File: src/rtl/fp_pkg.sv
// Shared constants and types for the Oberon-style single-precision divider.
// Optional feature macro: FP_DIV_ROUND_EN (round half-up on the guard bit).
package fp_pkg;

  localparam int FP_BIAS      = 127;
  localparam int FP_EXP_MAX   = 255;
  localparam int FP_FRAC_W    = 23;
  localparam int FP_DIV_STEPS = 26;
  localparam int FP_DIV_DONE  = 27;

  // Width of the step counter and of the remainder/quotient registers.
  localparam int STEP_W = 5;
  localparam int DIV_W  = 26;

  // Field view of a packed single.
  typedef struct packed {
    logic                 sign;
    logic [7:0]           exp;
    logic [FP_FRAC_W-1:0] frac;
  } fp_t;

  // Signed infinity pattern used for divide-by-zero and overflow.
  function automatic logic [31:0] fp_inf(input logic sign);
    return {sign, 8'hFF, {FP_FRAC_W{1'b0}}};
  endfunction

endpackage

File: src/rtl/fp_div_pack.sv
// Normalise, optionally round, apply special cases and pack the quotient.
// Purely combinational. Macro FP_DIV_ROUND_EN enables round half-up;
// without it the guard bit is discarded (truncation).
module fp_div_pack
  import fp_pkg::*;
(
  input  logic [DIV_W-1:0] q,
  input  logic [7:0]       x_exp,
  input  logic [7:0]       y_exp,
  input  logic             sign,
  output logic [31:0]      z
);

`ifdef FP_DIV_ROUND_EN
  localparam logic ROUND_EN = 1'b1;
`else
  localparam logic ROUND_EN = 1'b0;
`endif

  localparam logic signed [9:0] E_BIAS_HI = 10'(FP_BIAS);
  localparam logic signed [9:0] E_BIAS_LO = 10'(FP_BIAS - 1);
  localparam logic signed [9:0] E_MAX     = 10'(FP_EXP_MAX);

  logic [FP_FRAC_W-1:0] mant;
  logic [FP_FRAC_W-1:0] mant_fin;
  logic [FP_FRAC_W:0]   mant_inc;
  logic                 guard;
  logic signed [9:0]    e_raw;
  logic signed [9:0]    e_fin;

  // Pick the mantissa window by the quotient's leading bit, round, then pack.
  always_comb begin
    if (q[DIV_W-1]) begin
      mant  = q[24:2];
      guard = q[1];
      e_raw = $signed({2'b00, x_exp}) - $signed({2'b00, y_exp}) + E_BIAS_HI;
    end else begin
      mant  = q[23:1];
      guard = q[0];
      e_raw = $signed({2'b00, x_exp}) - $signed({2'b00, y_exp}) + E_BIAS_LO;
    end

    // A carry out of the fraction leaves the fraction at zero and bumps e.
    mant_inc = {1'b0, mant} + {{FP_FRAC_W{1'b0}}, guard & ROUND_EN};
    mant_fin = mant_inc[FP_FRAC_W-1:0];
    e_fin    = e_raw + (mant_inc[FP_FRAC_W] ? 10'sd1 : 10'sd0);

    if (x_exp == 8'd0) begin
      z = 32'd0;
    end else if (y_exp == 8'd0) begin
      z = fp_inf(sign);
    end else if (e_fin >= E_MAX) begin
      z = fp_inf(sign);
    end else if (e_fin <= 10'sd0) begin
      z = 32'd0;
    end else begin
      z = {sign, e_fin[7:0], mant_fin};
    end
  end

endmodule

File: src/rtl/fp_divider.sv
// Sequential restoring divider for Oberon singles, one quotient bit per
// enabled cycle. stall = run & (step != 27). Handshake: the CPU raises run
// with stable x/y and keeps it high while stall is high; the result is in z
// in the cycle stall first reads low; run must drop for at least one enabled
// cycle before the next division. Macro FP_DIV_ROUND_EN selects rounding in
// fp_div_pack. s_dbg exposes the step counter.
module fp_divider
  import fp_pkg::*;
(
  input  logic              clk,
  input  logic              rst,
  input  logic              ce,
  input  logic              run,
  input  logic [31:0]       x,
  input  logic [31:0]       y,
  output logic              stall,
  output logic [31:0]       z,
  output logic [STEP_W-1:0] s_dbg
);

  localparam logic [STEP_W-1:0] S_DONE  = STEP_W'(FP_DIV_DONE);
  localparam logic [STEP_W-1:0] S_LAST  = STEP_W'(FP_DIV_STEPS);

  logic [STEP_W-1:0] s_q, s_d;
  logic [DIV_W-1:0]  r_q, r_d;
  logic [DIV_W-1:0]  q_q, q_d;
  logic [31:0]       z_q, z_d;

  logic [DIV_W-1:0]  mx_ext, my_ext;
  logic [DIV_W-1:0]  r_next, q_next;
  logic              r_ge;
  logic [31:0]       z_pack;

  assign mx_ext = {2'b00, 1'b1, x[22:0]};
  assign my_ext = {2'b00, 1'b1, y[22:0]};

  // One restoring step: trial subtract, keep the difference if non-negative.
  always_comb begin
    r_ge   = (r_q >= my_ext);
    r_next = r_ge ? ((r_q - my_ext) << 1) : (r_q << 1);
    q_next = {q_q[DIV_W-2:0], r_ge};
  end

  // Pack the quotient as it will stand after the final step.
  fp_div_pack u_pack (
    .q     (q_next),
    .x_exp (x[30:23]),
    .y_exp (y[30:23]),
    .sign  (x[31] ^ y[31]),
    .z     (z_pack)
  );

  // Counter advance, operand load, iteration and result capture.
  always_comb begin
    s_d = s_q;
    r_d = r_q;
    q_d = q_q;
    z_d = z_q;
    if (ce) begin
      if (!run) begin
        s_d = '0;
      end else if (s_q != S_DONE) begin
        s_d = s_q + STEP_W'(1);
      end

      if (run) begin
        if (s_q == '0) begin
          r_d = mx_ext;
          q_d = '0;
        end else if (s_q <= S_LAST) begin
          r_d = r_next;
          q_d = q_next;
          if (s_q == S_LAST) begin
            z_d = z_pack;
          end
        end
      end
    end
  end

  // State registers; reset overrides ce.
  always_ff @(posedge clk) begin
    if (rst) begin
      s_q <= '0;
      r_q <= '0;
      q_q <= '0;
      z_q <= '0;
    end else begin
      s_q <= s_d;
      r_q <= r_d;
      q_q <= q_d;
      z_q <= z_d;
    end
  end

  assign stall = run & (s_q != S_DONE);
  assign z     = z_q;
  assign s_dbg = s_q;

endmodule

File: config.mk
export PLATFORM = sky130hd
export DESIGN_NAME = fp_divider
export DESIGN_NICKNAME = d
export VERILOG_FILES = /design/src/rtl/fp_pkg.sv /design/src/rtl/fp_div_pack.sv /design/src/rtl/fp_divider.sv
export SDC_FILE = /design/constraint.sdc
export NUM_CORES = 1
export LEC_CHECK = 0
export BUFFER_PORTS_ARGS = -buffer_cell sky130_fd_sc_hd__buf_2
export CAP_MARGIN = 25
export CELL_PAD_IN_SITES_DETAIL_PLACEMENT = 1
export CELL_PAD_IN_SITES_GLOBAL_PLACEMENT = 1
export CORE_MARGIN = 3
export CORE_UTILIZATION = 40
export DETAILED_ROUTE_END_ITERATION = 8
export GPL_TIMING_DRIVEN = 1
export PLACE_DENSITY_LB_ADDON = 0.08
export SYNTH_ARGS = -nofsm -noshare
export SYNTH_HDL_FRONTEND = slang
export SYNTH_SLANG_ARGS = --single-unit
File: constraint.sdc
create_clock -name clk -period 10.1 [get_ports clk]
set_clock_uncertainty 0.2 [all_clocks]
set_input_delay 1.01 -clock clk [delete_from_list [all_inputs] [get_ports clk]]
set_output_delay 1.01 -clock clk [all_outputs]
set_load 0.005 [all_outputs]
==> key figures <==
CTS
  • TritonCTS clock tree: done
  • CTS Buffer Depth: 2
  • H-tree Lvls: 3
  • CTS clock-pin slew for the worst setup and hold paths: 70 ps
  • Post-CTS Setup Bufs: 0
  • Clk root buf: clkbuf_16
  • Worst-skew pair later-pin latency: ~350 ps
  • Clock sink count: 88
  • CTS hold repair buffers: 0
  • Post-CTS sizing: 0
  • CTS buffer count: 9

Critical path
  • WP data required: approximately 10,000 ps
  • Worst Setup Start Kind: input port
  • Critical path class: in2reg
  • Worst path arrival time: 5010 ps
  • Maximum fanout along the worst path: 23
  • Critical path capture point type: flip-flop

Floorplan
  • Ports: 106
  • Starting density of the core: 41.7%
  • Die area: 17,000 um^2
  • Core footprint: roughly 15,000 um^2
  • Row count: 44
  • DIE HEIGHT: 130 um
  • DIE WIDTH: ~130 um

Synth
  • Syn nets: 885
  • Synth area leader: dfxtp_1
  • Synth unique cells: 74
  • Mapped Avg Cell Area: 7.96 um^2
  • Synth Warn #: 0
  • Area contributors post-synth: dfxtp_1 (28%), ha_1 (7.7%), nand2_1 (5.9%)
  • Synth Cell Area: just over 6000 um^2
  • Yosys reg bits: 88
  • Ys flop type: dfxtp_1
  • Ys async rst share: 0%
  • Post-synth top area share: 28.4%
  • Mapped Cells: 778
  • Number of synthesized flops with an enable pin: 0
  • Sequential area share after synthesis: 28.4%

Cells and area
  • Share of cells above drive strength 1: 20.2%
  • # nets final: 960
  • Area Overhead vs Synth: 15.1%
  • N_diodes: 0

Flow run
  • Max Cap Viol: 0

Power
  • Worst VDD drop: ~0.000086 V
  • Leakage: 3.02 nW
  • Post-layout power: a little over 0.9 mW
  • Pwr/cell area: 130 nW/um^2

GRT
  • Total GRT Usage: between 20% and 30%
  • First-pass GRT wire length: 29.3 mm
  • Grt ovf: 0
  • Vias in the first global route: 5,956
  • Met2 Usage GRT: 35.2%
  • Largest net degree at the start of global routing: 68
  • Initial antenna violation count: 0
  • Met3 Use GR: 3.41%
  • Busiest grt layer: met2
  • Met1 usage: 28.5%

Timing
  • Relative slew slack: 33.7%
  • Final hold vios: 0
  • Final Max Slew Viols: 0
  • Unrepaired setup endpoints after global routing: false
  • Hold slack: 250 ps
  • Slew @ Worst Pin: between 900 and 1000 ps
  • Maximum clock rate: 0.202 GHz
  • Final WS setup: 5150 ps
  • Final min period: between 4000 and 5000 ps
  • Final setup viols: 0
  • Setup TNS: 0 ps
  • Fin crit share: 49.0%

Placed design
  • Dpl hpwl: 13.0 mm
  • Port Buffers: 105
  • Placement Setup Slack: 4760 ps
  • GPL Wtd Cong: 0.872

Detailed routing
  • Antenna-violating nets left: 0
  • Vias: a little under 6,000
  • DR vias/cell: 5.64
  • 1st-iter DRT viols: ~170
  • DRC viols: 0
  • Detailed Route WL: roughly 18 mm
  • TritonRoute pass-1 iters: 4
  • Drt wl/cell: 16.8 um

Status
  • Status: complete, no violations

Worst hold path
  • HP Class: reg2reg
-- metrics by stage --
stage / utilization, % / cells / area, um^2
detailed placement: 45.9 / 1026 / 6820
floorplan: - / 778 / 6190
global placement: 45.9 / 1026 / 6820
CTS: 48.0 / 1042 / 7130
global route: 48.0 / 1042 / 7130
finish: 48.0 / 1042 / 7130
-- registers in the layout, indices dropped and copies added, names as in the netlist --
signal	count
r_q	26
z	32
q_q	25
s_dbg	5
-- layout make-up --
cell class              instances  area, um^2
clock buffers                  10         239
well taps                     184         230
inverters                      45         169
flip-flops and latches         88        1760
repair buffers                111         571
fillers                      1844        7730
multi-input cells             598        4090
clock inverters                 6        72.6
-- worst max-delay path, cell delays in order --
cell and delay, ps:
buf_2 70, inv_1 40, ha_1 320, and2b_4 200
or3_1 320, and2_1 190, inv_1 80, ha_1 210
nor4b_2 200, nand2_1 80, mux2_4 290, nand3_1 60
or4b_1 440, o31a_1 360, o31ai_4 330, nand4_4 460
o21ai_0 320
-- cells by family after synthesis --
kind of cell	Yosys count	share of synthesized area, %
adder cells (fa/ha/maj)	39	8.00
AO/OA/AOI/OAI	223	25.6
XOR/XNOR	34	5.03
flip-flops	88	28.4
multiplexers	33	5.41
buffers and inverters	92	5.98
AND/OR/NAND/NOR	269	21.6
-- worst paths after layout --
path            from     to  slack (ps)  cells after the start
max            y[24]  z[13]        5150                     17
min             z[8]   z[8]         250                      2
max reg2reg  q_q[24]  z[13]        6220                      9
min reg2reg     z[8]   z[8]         250                      2
-- where the power goes --
part / internal, mW / switching (mW)
Sequential: 0.353 / 0.00599
Combinational: 0.0843 / 0.125
Clock: 0.203 / 0.153
-- placed cells by master, fill, tap and decap left out, types with 9 or more instances in the layout --
cell | netlist | layout
o211ai_1 | 9 | 9
nor3_1 | 18 | 18
xnor2_1 | 16 | 16
dfxtp_1 | 88 | 87
mux2i_1 | 32 | 32
ha_1 | 38 | 38
clkbuf_16 | 0 | 9
a21o_1 | 13 | 13
o21ai_2 | 20 | 20
xor2_1 | 17 | 17
buf_2 | 5 | 105
nand3_1 | 33 | 33
inv_1 | 45 | 45
o21ai_0 | 26 | 26
a21oi_1 | 70 | 70
nand2_1 | 98 | 98
and3_1 | 11 | 11
nor2_1 | 47 | 46
-- Yosys cell counts (13+ instances only) --
cell type and instances:
ha_1 38, nand2_1 98, xor2_1 17, a21oi_1 70, clkbuf_1 36, mux2i_1 32, a21o_1 13, nor2_1 47
nor3_1 18, xnor2_1 16, dfxtp_1 88, inv_1 45, nand3_1 33, o21ai_0 26, o21ai_2 20
-- routing by layer --
layer  up-vias  wire, um  share of wire (%)
met5         -         0                  0
met4         0       165               0.94
met3        11       465                2.6
met2        82      8350                 48
met1      2828      8570                 49
li1       2952         -                  -
Note: power is estimated with default switching activity, not from simulation.
